==> src/rtl/jk_bank_arbiter_if.sv <==
// Requester/bank bundle between the two requesters, the JK flip-flop bank and the arbiter.
// The master side owns the requests and the bank readback; the slave side is the arbiter.
interface jk_bank_if #(
    parameter int WIDTH = 4
);
    logic             req0;
    logic             req1;
    logic [1:0]       op0;
    logic [1:0]       op1;
    logic [WIDTH-1:0] mask0;
    logic [WIDTH-1:0] mask1;
    logic [3:0]       cnt0;
    logic [3:0]       cnt1;
    logic             ack0;
    logic             ack1;
    logic [WIDTH-1:0] j;
    logic [WIDTH-1:0] k;
    logic [WIDTH-1:0] q;
    logic [WIDTH-1:0] rdata;
    logic             busy;
    logic             err;

    modport master (
        output req0, req1, op0, op1, mask0, mask1, cnt0, cnt1, q,
        input  ack0, ack1, j, k, rdata, busy, err
    );

    modport slave (
        input  req0, req1, op0, op1, mask0, mask1, cnt0, cnt1, q,
        output ack0, ack1, j, k, rdata, busy, err
    );
endinterface

==> src/rtl/jk_bank_arbiter.sv <==
// Round-robin arbiter that lets two requesters drive a JK flip-flop bank for cnt+1 clocks,
// then waits one settle cycle, captures the bank state and acknowledges the winner.
module jk_bank_arbiter #(
    parameter int WIDTH = 4
) (
    input  logic        clk,
    input  logic        rst_n,
    jk_bank_if.slave    bus
);
    typedef enum logic [1:0] {
        IDLE   = 2'd0,
        APPLY  = 2'd1,
        SETTLE = 2'd2,
        DONE   = 2'd3
    } state_t;

    localparam logic [1:0] OP_HOLD = 2'b00;
    localparam logic [1:0] OP_RST  = 2'b01;
    localparam logic [1:0] OP_SET  = 2'b10;
    localparam logic [1:0] OP_TGL  = 2'b11;

    // Returns {j, k} for a command; the bank sees this only while in APPLY.
    function automatic logic [2*WIDTH-1:0] drive_jk(input logic [1:0] op, input logic [WIDTH-1:0] mask);
        logic [2*WIDTH-1:0] jk;
        case (op)
            OP_HOLD: jk = {{WIDTH{1'b0}}, {WIDTH{1'b0}}};
            OP_RST:  jk = {{WIDTH{1'b0}}, mask};
            OP_SET:  jk = {mask, {WIDTH{1'b0}}};
            OP_TGL:  jk = {mask, mask};
            default: jk = {{WIDTH{1'b0}}, {WIDTH{1'b0}}};
        endcase
        return jk;
    endfunction

    state_t             state_q;
    logic               last_q;
    logic               gnt_q;
    logic [3:0]         cnt_q;
    logic [WIDTH-1:0]   j_q;
    logic [WIDTH-1:0]   k_q;
    logic [WIDTH-1:0]   rdata_q;
    logic               ack0_q;
    logic               ack1_q;
    logic               err_q;
    logic               busy_q;

    logic               pick_s;
    logic [1:0]         op_s;
    logic [WIDTH-1:0]   mask_s;
    logic [3:0]         cnt_s;
    logic [2*WIDTH-1:0] jk_d;

    // Winner selection: contention goes to whoever was not granted last.
    always_comb begin
        pick_s = 1'b0;
        if (bus.req0 && bus.req1) begin
            pick_s = ~last_q;
        end else if (bus.req1) begin
            pick_s = 1'b1;
        end else begin
            pick_s = 1'b0;
        end
        op_s   = pick_s ? bus.op1   : bus.op0;
        mask_s = pick_s ? bus.mask1 : bus.mask0;
        cnt_s  = pick_s ? bus.cnt1  : bus.cnt0;
        jk_d   = drive_jk(op_s, mask_s);
    end

    // Control FSM; every output is a register so reset clears the bank drive immediately.
    always_ff @(posedge clk or negedge rst_n) begin
        if (!rst_n) begin
            state_q <= IDLE;
            last_q  <= 1'b1;
            gnt_q   <= 1'b0;
            cnt_q   <= 4'd0;
            j_q     <= {WIDTH{1'b0}};
            k_q     <= {WIDTH{1'b0}};
            rdata_q <= {WIDTH{1'b0}};
            ack0_q  <= 1'b0;
            ack1_q  <= 1'b0;
            err_q   <= 1'b0;
            busy_q  <= 1'b0;
        end else begin
            ack0_q <= 1'b0;
            ack1_q <= 1'b0;
            err_q  <= 1'b0;
            case (state_q)
                IDLE: begin
                    if (bus.req0 || bus.req1) begin
                        gnt_q  <= pick_s;
                        last_q <= pick_s;
                        cnt_q  <= cnt_s;
                        busy_q <= 1'b1;
                        if (mask_s == {WIDTH{1'b0}}) begin
                            // Nothing to drive: acknowledge at once and flag the empty mask.
                            state_q <= DONE;
                            ack0_q  <= ~pick_s;
                            ack1_q  <= pick_s;
                            err_q   <= 1'b1;
                            rdata_q <= bus.q;
                        end else begin
                            state_q <= APPLY;
                            j_q     <= jk_d[2*WIDTH-1:WIDTH];
                            k_q     <= jk_d[WIDTH-1:0];
                        end
                    end
                end
                APPLY: begin
                    if (cnt_q == 4'd0) begin
                        state_q <= SETTLE;
                        j_q     <= {WIDTH{1'b0}};
                        k_q     <= {WIDTH{1'b0}};
                    end else begin
                        cnt_q <= cnt_q - 4'd1;
                    end
                end
                SETTLE: begin
                    state_q <= DONE;
                    rdata_q <= bus.q;
                    ack0_q  <= ~gnt_q;
                    ack1_q  <= gnt_q;
                end
                DONE: begin
                    state_q <= IDLE;
                    busy_q  <= 1'b0;
                end
                default: begin
                    state_q <= IDLE;
                    busy_q  <= 1'b0;
                    j_q     <= {WIDTH{1'b0}};
                    k_q     <= {WIDTH{1'b0}};
                end
            endcase
        end
    end

    assign bus.j     = j_q;
    assign bus.k     = k_q;
    assign bus.rdata = rdata_q;
    assign bus.ack0  = ack0_q;
    assign bus.ack1  = ack1_q;
    assign bus.err   = err_q;
    assign bus.busy  = busy_q;
endmodule

==> src/flat_wrapper.sv <==
// flat-port wrapper written by rule: the top's interface ports become plain ports
module jk_bank_arbiter_flat 
#(
    parameter int WIDTH = 4
)
  (clk, rst_n, bus_req0, bus_req1, bus_op0, bus_op1, bus_mask0, bus_mask1, bus_cnt0, bus_cnt1, bus_q, bus_ack0, bus_ack1, bus_j, bus_k, bus_rdata, bus_busy, bus_err);
  jk_bank_if #(.WIDTH(WIDTH)) bus_i ();
  input  logic clk;
  input  logic rst_n;
  input wire logic [$bits(bus_i.req0)-1:0] bus_req0;
  input wire logic [$bits(bus_i.req1)-1:0] bus_req1;
  input wire logic [$bits(bus_i.op0)-1:0] bus_op0;
  input wire logic [$bits(bus_i.op1)-1:0] bus_op1;
  input wire logic [$bits(bus_i.mask0)-1:0] bus_mask0;
  input wire logic [$bits(bus_i.mask1)-1:0] bus_mask1;
  input wire logic [$bits(bus_i.cnt0)-1:0] bus_cnt0;
  input wire logic [$bits(bus_i.cnt1)-1:0] bus_cnt1;
  input wire logic [$bits(bus_i.q)-1:0] bus_q;
  output wire logic [$bits(bus_i.ack0)-1:0] bus_ack0;
  output wire logic [$bits(bus_i.ack1)-1:0] bus_ack1;
  output wire logic [$bits(bus_i.j)-1:0] bus_j;
  output wire logic [$bits(bus_i.k)-1:0] bus_k;
  output wire logic [$bits(bus_i.rdata)-1:0] bus_rdata;
  output wire logic [$bits(bus_i.busy)-1:0] bus_busy;
  output wire logic [$bits(bus_i.err)-1:0] bus_err;
  assign bus_i.req0 = bus_req0;
  assign bus_i.req1 = bus_req1;
  assign bus_i.op0 = bus_op0;
  assign bus_i.op1 = bus_op1;
  assign bus_i.mask0 = bus_mask0;
  assign bus_i.mask1 = bus_mask1;
  assign bus_i.cnt0 = bus_cnt0;
  assign bus_i.cnt1 = bus_cnt1;
  assign bus_i.q = bus_q;
  assign bus_ack0 = bus_i.ack0;
  assign bus_ack1 = bus_i.ack1;
  assign bus_j = bus_i.j;
  assign bus_k = bus_i.k;
  assign bus_rdata = bus_i.rdata;
  assign bus_busy = bus_i.busy;
  assign bus_err = bus_i.err;
  jk_bank_arbiter #(.WIDTH(WIDTH)) u_core (.clk(clk), .rst_n(rst_n), .bus(bus_i));
endmodule
==> config.mk <==
export PLATFORM = sky130hd
export DESIGN_NAME = jk_bank_arbiter_flat
export DESIGN_NICKNAME = d
export VERILOG_FILES = /design/src/rtl/jk_bank_arbiter_if.sv /design/src/rtl/jk_bank_arbiter.sv /design/src/flat_wrapper.sv
export SDC_FILE = /design/constraint.sdc
export NUM_CORES = 1
export LEC_CHECK = 0
export CAP_MARGIN = 20
export CORE_AREA = 8 8 72 74
export DETAILED_ROUTE_END_ITERATION = 6
export DIE_AREA = 0 0 80 82
export PLACE_DENSITY_LB_ADDON = 0.1
export SLEW_MARGIN = 20
export SYNTH_ARGS = -nofsm -noshare
export SYNTH_HDL_FRONTEND = slang
export SYNTH_SLANG_ARGS = --single-unit
export TNS_END_PERCENT = 30
==> constraint.sdc <==
create_clock -name clk -period 2.4 [get_ports clk]
set_clock_uncertainty 0.1 [all_clocks]
set_input_delay 0.24 -clock clk [delete_from_list [all_inputs] [get_ports clk]]
set_output_delay 0.24 -clock clk [all_outputs]
set_load 0.05 [all_outputs]
==> summary.md <==
| Metric | Value |
|---|---|
| Core Box Area | `4144 sq um` |
| Critical Path AT | `2.25 ns` |
| Initial antenna violation count | `0` |
| CTS root buf | `clkbuf_8` |
| Antenna cell count | `0` |
| Iter 0 DRT Violations | `49` |
| Worst-path clk slew | `0.09 ns` |
| Post-synthesis cell count | `135` |
| Final Non-Filler Cells | `234` |
| Largest net degree at the start of global routing | `25` |
| Post-CTS Setup Bufs | `0` |
| Drt total wl | `3.693 mm` |
| DP HPWL | `2.828 mm` |
| CTS tree | `yes` |
| I/O pins | `44` |
| Placement Setup Slack | `0.1429 ns` |
| Worst setup SP type | `flip-flop` |
| RSZ-0062 raised after global routing | `no` |
| Mapped Nets | `168` |
| Avg Cell Area, Syn | `10.01 sq um` |
| Cell taking the most area after synthesis | `dfrtp_1` |
| Prevailing post-synth register cell | `dfrtp_1` |
| Max Freq | `0.4558 GHz` |
| Status | `finished, final reports clean` |
| Die Footprint | `6560 sq um` |
| Die width | `80 um` |
| Fin Hold WS | `0.2253 ns` |
| Fin crit period | `2.194 ns` |
| IO buf count | `43` |
| Cell Pwr Density | `1312 nW/um^2` |
| Clk buf depth | `2` |
| Post-route ant nets | `0` |
| Critical-path cell list | `inv_1 > ha_1 > buf_4 > o21ai_0 > o22ai_1 > a221o_1` |
| # H-tree levels | `1` |
| Asr flop ratio synth | `100.0%` |
| Worst-path maximum fanout | `10` |
| Most numerous cell in the Yosys netlist | `dfrtp_1` |
| HP Class | `input port to asynchronous set/reset pin` |
| Synth cell count leaders | `dfrtp_1, inv_1, nand2_1` |
| Post-synth EDFFs | `0` |
| GRT Resource Usage Total | `11.75%` |
| Final Wtd Congestion | `0.7671` |
| GRT overflow | `0` |
| Most area-consuming cells after synthesis | `dfrtp_1, o22ai_1, mux2_2, ha_1, inv_1` |
| Worst vdd ir | `0.0007079 V` |
| Syn. warnings | `0` |
| Fin Setup TNS | `0 ns` |
| First-pass GRT wire length | `6.085 mm` |
| Slew Limit Fails | `0` |
| Worst-Margin Slew | `0.6610 ns` |
| Setup-failing EPs final | `0` |
| TritonCTS buffer count | `3` |
| # DRC | `0` |
| Post-CTS Resized | `0` |
| Slew HR | `55.47%` |
| Hold-fix buffer count after cts | `0` |
| DR WL/cell | `15.78 um` |
| Share of post-route cells with drive strength above 1 | `12.09%` |
| Area Growth Syn to Fin | `42.04%` |
| Synthesized cell area | `1351 sq um` |
| Synth top area share | `42.59%` |
| Synth unique cells | `36` |
| Final Hold Viols | `0` |
| Worst path slowest cell | `o21ai_0` |
| Vias in the first global route | `1309` |
| WP data required | `2.46 ns` |
| FF+latch count, synth | `24` |
| Routed vias | `1185` |
| Clk sink count | `24` |
| DR pass1 iterations | `4` |
| Routed vias/inst | `5.064` |
| Critical Path End Type | `flip-flop` |
| Row count | `24` |
| # nets final | `216` |
| Final worst setup slack | `0.2062 ns` |
| Final period utilization | `91.41%` |
| Total placed cells including tap cells | `230` |
| Initial Util | `32.61%` |
| WS Path Type | `flip-flop to flip-flop` |
| Crit path largest cell delay | `0.55 ns` |
| Maxcap violations | `0` |
| Fin util | `46.32%` |
| Clock Latency Late Sink | `0.27 ns` |
| Sequential fraction of the synthesis area | `44.54%` |
| Die height | `82 um` |
| Pleak | `0.0008096 uW` |
==> worst paths after layout <==
path                                     start             endpoint  slack [ns]  depth (start not counted)
hold / removal                           rst_n      u_core.bus.busy        0.23                          2
setup / recovery             u_core.state_q[0]      u_core.cnt_q[2]        0.21                          6
max in group asynchronous                rst_n        u_core.last_q        1.68                          2
setup reg to reg             u_core.state_q[0]      u_core.cnt_q[2]        0.21                          6
hold reg to reg            u_core.bus.rdata[2]  u_core.bus.rdata[2]        0.42                          1
min in group clk           u_core.bus.rdata[2]  u_core.bus.rdata[2]        0.42                          1
==> sequential cells by signal, indices dropped and copies added, names as in the netlist <==
signal / cells
u_core.bus.ack0: 1
u_core.bus.ack1: 1
u_core.bus.busy: 1
u_core.bus.err: 1
u_core.bus.j: 4
u_core.bus.k: 4
u_core.bus.rdata: 4
u_core.cnt_q: 4
u_core.gnt_q: 1
u_core.last_q: 1
u_core.state_q: 2
==> power by group <==
part / switching [uW] / internal, uW / total [uW]
Sequential: 135 / 599 / 734
Clock: 135 / 147 / 282
Combinational: 924 / 579 / 1500
==> worst max-delay path, delay by kind of cell (launching register included) <==
| kind | cells | cell delay, ns |
|---|---|---|
| adders and majority gates | 1 | 0.23 |
| AOI/OAI and AO/OA | 3 | 1.06 |
| buffers and inverters | 2 | 0.27 |
| DFF | 1 | 0.42 |
==> cell families after synthesis <==
group / share of synthesized area, %
compound gates: 23.06
simple gates: 13.98
flops: 44.54
buf+inv: 5.647
mux: 8.148
fa+ha+maj: 4.630
==> stage by stage <==
stage	instance area, sq um	power (uW)
after floorplan	1351	1769
after global placement	1864	2229
after detailed placement	1864	2258
after CTS	1919	2555
after global routing	1919	2691
final	1919	2518
==> layer usage <==
layer  global-route usage, %  up-vias  part of all wire [%]
li1                        -      587                     -
met3                   3.939        5                   5.9
met5                       0        -                     0
met2                   19.97       25                    50
met4                   4.364        0                   1.4
met1                   13.42      568                    43
==> area by class of cell <==
cell class | instances | area [sq um]
Multi-Input combinational cell | 91 | 673.1
Tap cell | 52 | 65.06
Clock buffer | 4 | 55.05
Timing Repair Buffer | 48 | 467.9
Inverter | 15 | 56.30
Sequential cell | 24 | 601.8
Fill cell | 393 | 2225
==> cells in the final DEF, fill, tap and decap left out, drive strengths merged, types with 2 or more instances in the layout <==
master and count:
clkdlybuf4s50 43, clkbuf 4, and3 6, nor2 2, mux2i 3, or4 3, buf 5, a21oi 7
inv 15, nand3 3, o22ai 11, nand2b 2, mux2 6, a221o 2, o21ai 8, a31oi 7
dfrtp 23, nand2 12, ha 5
(Power assumes the default switching activity.)
